### config.mk
export PLATFORM = sky130hd
export DESIGN_NAME = stack_ctrl
export DESIGN_NICKNAME = d
export VERILOG_FILES = /design/src/rtl/forthsuper_pkg.sv /design/src/rtl/stack_ctrl.sv
export SDC_FILE = /design/constraint.sdc
export NUM_CORES = 1
export LEC_CHECK = 0
export BUFFER_PORTS_ARGS = -buffer_cell sky130_fd_sc_hd__buf_2
export CORE_UTILIZATION = 50
export CTS_CLUSTER_DIAMETER = 40
export DETAILED_ROUTE_END_ITERATION = 10
export PLACE_DENSITY_LB_ADDON = 0.25
export SYNTH_ARGS = -nofsm -noshare
export SYNTH_HDL_FRONTEND = slang
export SYNTH_SLANG_ARGS = --single-unit
### constraint.sdc
create_clock -name clk -period 4.83 [get_ports clk]
set_clock_uncertainty 0.1 [all_clocks]
set_input_delay 1.449 -clock clk [delete_from_list [all_inputs] [get_ports clk]]
set_output_delay 1.449 -clock clk [all_outputs]
set_load 0.005 [all_outputs]
### src/rtl/forthsuper_pkg.sv
// rtl/forthsuper_pkg.sv - shared stack opcode, FSM state and response types
package forthsuper_pkg;

  // Stack operations presented on the op port
  typedef enum logic [2:0] {
    OP_NOP  = 3'd0,
    OP_PUSH = 3'd1,
    OP_POP  = 3'd2,
    OP_DUP  = 3'd3,
    OP_SWAP = 3'd4,
    OP_OVER = 3'd5
  } stack_op_t;

  // Controller sequencing: POP deeper than the cached pair needs a RAM refill
  typedef enum logic [1:0] {
    S_IDLE = 2'd0,
    S_RD   = 2'd1,
    S_LD   = 2'd2
  } stack_state_t;

  // Completion response: ack with its coincident error flags
  typedef struct packed {
    logic ack;
    logic err_ovf;
    logic err_unf;
  } stack_resp_t;

  localparam stack_resp_t RESP_NONE = '{ack: 1'b0, err_ovf: 1'b0, err_unf: 1'b0};
  localparam stack_resp_t RESP_OK   = '{ack: 1'b1, err_ovf: 1'b0, err_unf: 1'b0};
  localparam stack_resp_t RESP_OVF  = '{ack: 1'b1, err_ovf: 1'b1, err_unf: 1'b0};
  localparam stack_resp_t RESP_UNF  = '{ack: 1'b1, err_ovf: 1'b0, err_unf: 1'b1};

  // Ops that add one item and may spill nos into RAM
  function automatic logic op_grows(stack_op_t op);
    return (op == OP_PUSH) || (op == OP_DUP) || (op == OP_OVER);
  endfunction

  // Minimum item count an op needs before it may execute
  function automatic logic [1:0] op_min_depth(stack_op_t op);
    case (op)
      OP_POP, OP_DUP:   return 2'd1;
      OP_SWAP, OP_OVER: return 2'd2;
      default:          return 2'd0;
    endcase
  endfunction

endpackage

### src/rtl/stack_ctrl.sv
// rtl/stack_ctrl.sv - stack controller with cached tos/nos and RAM spill/refill
module stack_ctrl
  import forthsuper_pkg::*;
#(
  parameter int DEPTH = 64,
  parameter int DSZ   = 32,
  parameter int SSZ   = $clog2(DEPTH)
) (
  input  logic           clk,
  input  logic           rst,
  input  logic           en,
  input  logic           req,
  input  logic [2:0]     op,
  input  logic [DSZ-1:0] vi,
  output logic           ack,
  output logic           busy,
  output logic [DSZ-1:0] tos,
  output logic [DSZ-1:0] nos,
  output logic [SSZ:0]   depth,
  output logic           err_ovf,
  output logic           err_unf,
  output logic [SSZ-1:0] ram_addr,
  output logic           ram_we,
  output logic [DSZ-1:0] ram_wd,
  input  logic [DSZ-1:0] ram_rd
);

  localparam logic [SSZ:0] DEPTH_MAX = (SSZ+1)'(DEPTH);
  localparam logic [SSZ:0] ONE       = (SSZ+1)'(1);
  localparam logic [SSZ:0] TWO       = (SSZ+1)'(2);
  localparam logic [SSZ:0] THREE     = (SSZ+1)'(3);

  stack_state_t   state;
  stack_resp_t    resp;
  stack_op_t      op_e;
  logic           accept;
  logic           is_ovf;
  logic           is_unf;
  logic [DSZ-1:0] grow_tos;

  assign op_e    = stack_op_t'(op);
  assign ack     = resp.ack;
  assign err_ovf = resp.err_ovf;
  assign err_unf = resp.err_unf;

  // Accept decode: blocked during the ack cycle so a held req is not replayed
  always_comb begin
    accept   = !rst && en && req && (state == S_IDLE) && !resp.ack;
    is_ovf   = op_grows(op_e) && (depth == DEPTH_MAX);
    is_unf   = depth < (SSZ+1)'(op_min_depth(op_e));
    grow_tos = vi;
    case (op_e)
      OP_DUP:  grow_tos = tos;
      OP_OVER: grow_tos = nos;
      default: grow_tos = vi;
    endcase
  end

  // RAM port: item 3 lives at depth-2 after a push and after a pop's decrement
  always_comb begin
    ram_addr = SSZ'(depth - TWO);
    ram_wd   = nos;
    ram_we   = accept && op_grows(op_e) && !is_ovf && !is_unf && (depth >= TWO);
  end

  // Controller FSM with registered response, busy and cached stack top
  always_ff @(posedge clk or posedge rst) begin
    if (rst) begin
      state <= S_IDLE;
      resp  <= RESP_NONE;
      busy  <= 1'b0;
      depth <= '0;
      tos   <= '0;
      nos   <= '0;
    end else begin
      resp <= RESP_NONE;
      case (state)
        S_IDLE: begin
          if (accept) begin
            if (is_ovf) begin
              resp <= RESP_OVF;
            end else if (is_unf) begin
              resp <= RESP_UNF;
            end else begin
              case (op_e)
                OP_PUSH, OP_DUP, OP_OVER: begin
                  tos   <= grow_tos;
                  nos   <= tos;
                  depth <= depth + ONE;
                  resp  <= RESP_OK;
                end
                OP_SWAP: begin
                  tos  <= nos;
                  nos  <= tos;
                  resp <= RESP_OK;
                end
                OP_POP: begin
                  tos   <= nos;
                  depth <= depth - ONE;
                  if (depth >= THREE) begin
                    state <= S_RD;
                    busy  <= 1'b1;
                  end else begin
                    resp <= RESP_OK;
                  end
                end
                default: resp <= RESP_OK;
              endcase
            end
          end
        end
        S_RD: begin
          if (en) begin
            state <= S_LD;
          end
        end
        S_LD: begin
          if (en) begin
            nos   <= ram_rd;
            resp  <= RESP_OK;
            busy  <= 1'b0;
            state <= S_IDLE;
          end
        end
        default: state <= S_IDLE;
      endcase
    end
  end

endmodule

==> metrics <==
H-Tree Level Count 3; relative contribution of the clock network to total power 0.182; share of the synthesized area in the top cell type 0.434; Post-Syn Area 4440 um2; post-layout total power 2.98 mW; fraction of registers with async set or reset after synthesis 1.00; total count of max-transition violations in the final report 0; category of the critical setup timing path in2out; Final period util 0.942; per-cell routed wire length 15.5 um; wire length of the first global-routing pass 14900 um; post-cts resize count 0; biggest area contributors in the synthesized netlist sky130_fd_sc_hd__dfrtp_1 (43%), sky130_fd_sc_hd__mux2_4 (10%), sky130_fd_sc_hd__mux2_2 (9.4%); top achievable clock speed 220 MHz; commonest cells in the synthesized netlist sky130_fd_sc_hd__dfrtp_1 (77), sky130_fd_sc_hd__nand2_1 (40), sky130_fd_sc_hd__o21ai_0 (38); Register Area 1930 um2; largest area contributor in the netlist sky130_fd_sc_hd__dfrtp_1; clock tree buffer depth 2; max cap viols 0; final-layout worst hold slack 0.406 ns; status completed; routed wire length 10100 um; portion of total power attributed to sequential cells 0.400; Post-Layout Inst Area 5410 um2; Comb pwr share 0.417; clock tree from TritonCTS done; vias in the first global route 3076; 1st-iter DRT viols 72; GRT Util Overall 0.212; critical path launch point type primary input; Root Driver sky130_fd_sc_hd__clkbuf_8; row count 34; clock slew at the register clock pins of the worst setup and hold paths 0.07 ns; pwr/cell area 551 nW/um2; static leakage power 3.03 nW; unique cell type count in the Yosys netlist 45; final setup vio count 0; antenna-violating nets left 0; CTS buffer count 9; Post-DP Area 5190 um2; post-DR vias/cell 5.23; maximum number of pins on one net before global-route repair 65; IO Port Bufs 184; share of final-layout standard cells stronger than drive strength 1 0.518; start point of the worst hold path busy; fillers 746; width of the die 96.3 um; setup repair after global routing missed its margin no; full die area 9260 um2; I/O pin count 185; leftover overflow at the end of global routing 0; worst-skew pair later-pin latency 0.36 ns; Sw Share 0.347; fraction of the yosys area taken by sequential cells 0.434; Critical Path End Type output port; number of enable flip-flop cells after synthesis 0; worst endpoint data arrival time 3.00 ns; number of hold buffers added after CTS 0; launch point of the worst path op[1]; Post CTS Setup Buffer Count 0; Layout Nets 616; hold crit path type reg2reg; most frequently used flop master after synthesis sky130_fd_sc_hd__dfrtp_1; Area growth, synth to finish 21.7%; # clock sinks 77; Final HPWL DP 6980 um; design internal power 1.94 mW; Worst EP required 3.28 ns; most numerous cell in the Yosys netlist sky130_fd_sc_hd__dfrtp_1; largest fanout of any net on the critical path 6; y dimension of the die 96.3 um; number of flip-flops and latches in the synthesized netlist 77; transition time at the pin with the least slew margin 0.992 ns; Inserted Diodes 0; number of antenna violations at the first check in global routing 0; worst IR drop on VDD 0.280 mV; synth warn 0; Final Hold Fails 0; Initial Util 0.512; routability congestion estimate 0.798; Slew headroom 0.338; start of the worst register-to-register path depth[1]; Psw 1.03 mW; total via count after detailed routing 3394; Multi-input gate area 2150 um2; cell count after synthesis 388; Post-Route Setup TNS 0 ns; area of the core region 8680 um2; residual DRC count 0; Avg Cell Area, Syn 11.4 um2; post-route minimum period 4.55 ns; length of the first detailed-routing pass in iterations 4; post-synthesis net count 468
layer usage:
layer | routed length [um] | track usage | vias to the layer above
li1 | - | - | 1619
met1 | 4580 | 0.275 | 1660
met2 | 4950 | 0.353 | 103
met3 | 421 | 0.0379 | 12
met4 | 112 | 0.0796 | 0
met5 | 0 | 0 | -
layout make-up:
cell class                      count  area share
Tap cell                          108      0.0250
Clock inverter                      6      0.0162
Sequential cell                    77       0.356
Timing Repair Buffer              188       0.176
Multi-Input combinational cell    252       0.397
Inverter                            8     0.00579
Clock buffer                       10      0.0236
final timing paths:
check	end	slack, ns	cells after the start
worst max-delay path	ram_we	0.28	7
worst min-delay path	busy	0.41	1
worst max register to register	nos[23]	2.11	7
worst min register to register	busy	0.41	1
max in group asynchronous	nos[16]	2.56	3
min in group asynchronous	tos[2]	1.20	2
sequential cells by signal, indices dropped and copies added (netlist names):
register / flops
ack: 1
err_ovf: 1
err_unf: 1
tos: 32
busy: 1
depth: 7
state: 2
nos: 32
power by group through the flow:
| stage | Combinational [mW] | Sequential [mW] | Clock (mW) |
|---|---|---|---|
| after floorplan | 0.848 | 1.18 | 0 |
| after CTS | 1.26 | 1.20 | 0.555 |
| final | 1.24 | 1.19 | 0.542 |
| after global placement | 1.22 | 1.19 | 0 |
| after global routing | 1.40 | 1.25 | 0.580 |
| after detailed placement | 1.25 | 1.21 | 0 |
through the flow:
stage | instances | util | setup slack, ns
2_1_floorplan | 388 | - | 0.796
3_3_place_gp | 633 | 0.598 | 0.409
3_5_place_dp | 633 | 0.598 | 0.330
4_1_cts | 649 | 0.623 | 0.324
5_1_grt | 649 | 0.623 | 0.252
6_report | 649 | 0.623 | 0.280
placed cells by master (no fill, tap or decap), types with 3 or more instances in the layout:
cell type / count
sky130_fd_sc_hd__buf_2: 184
sky130_fd_sc_hd__dfrtp_1: 77
sky130_fd_sc_hd__nand2_1: 40
sky130_fd_sc_hd__o21ai_0: 38
sky130_fd_sc_hd__mux2_2: 37
sky130_fd_sc_hd__mux2i_1: 33
sky130_fd_sc_hd__mux2_4: 30
sky130_fd_sc_hd__clkbuf_8: 9
sky130_fd_sc_hd__nor2_1: 8
sky130_fd_sc_hd__ha_1: 8
sky130_fd_sc_hd__inv_1: 7
sky130_fd_sc_hd__nand2b_1: 6
sky130_fd_sc_hd__a21oi_1: 6
sky130_fd_sc_hd__xnor2_1: 5
sky130_fd_sc_hd__nor3_1: 4
sky130_fd_sc_hd__nand3_1: 4
sky130_fd_sc_hd__buf_4: 4
sky130_fd_sc_hd__clkinv_2: 3
critical path: stages:
cell and delay (ns):
sky130_fd_sc_hd__buf_2 0.12, sky130_fd_sc_hd__nand2b_1 0.20, sky130_fd_sc_hd__ha_1 0.33, sky130_fd_sc_hd__nor2_1 0.06, sky130_fd_sc_hd__o211ai_2 0.25, sky130_fd_sc_hd__nor4b_1 0.40
sky130_fd_sc_hd__buf_2 0.19
cells by family after synthesis:
| family | count (synthesis) | synth area share |
|---|---|---|
| flip-flops | 77 | 0.434 |
| XOR/XNOR | 7 | 0.0138 |
| multiplexers | 100 | 0.270 |
| buffers and inverters | 59 | 0.0851 |
| adder cells (fa/ha/maj) | 9 | 0.0270 |
| AO/OA/AOI/OAI | 57 | 0.0780 |
| AND/OR/NAND/NOR | 79 | 0.0927 |
(Power assumes the default switching activity.)
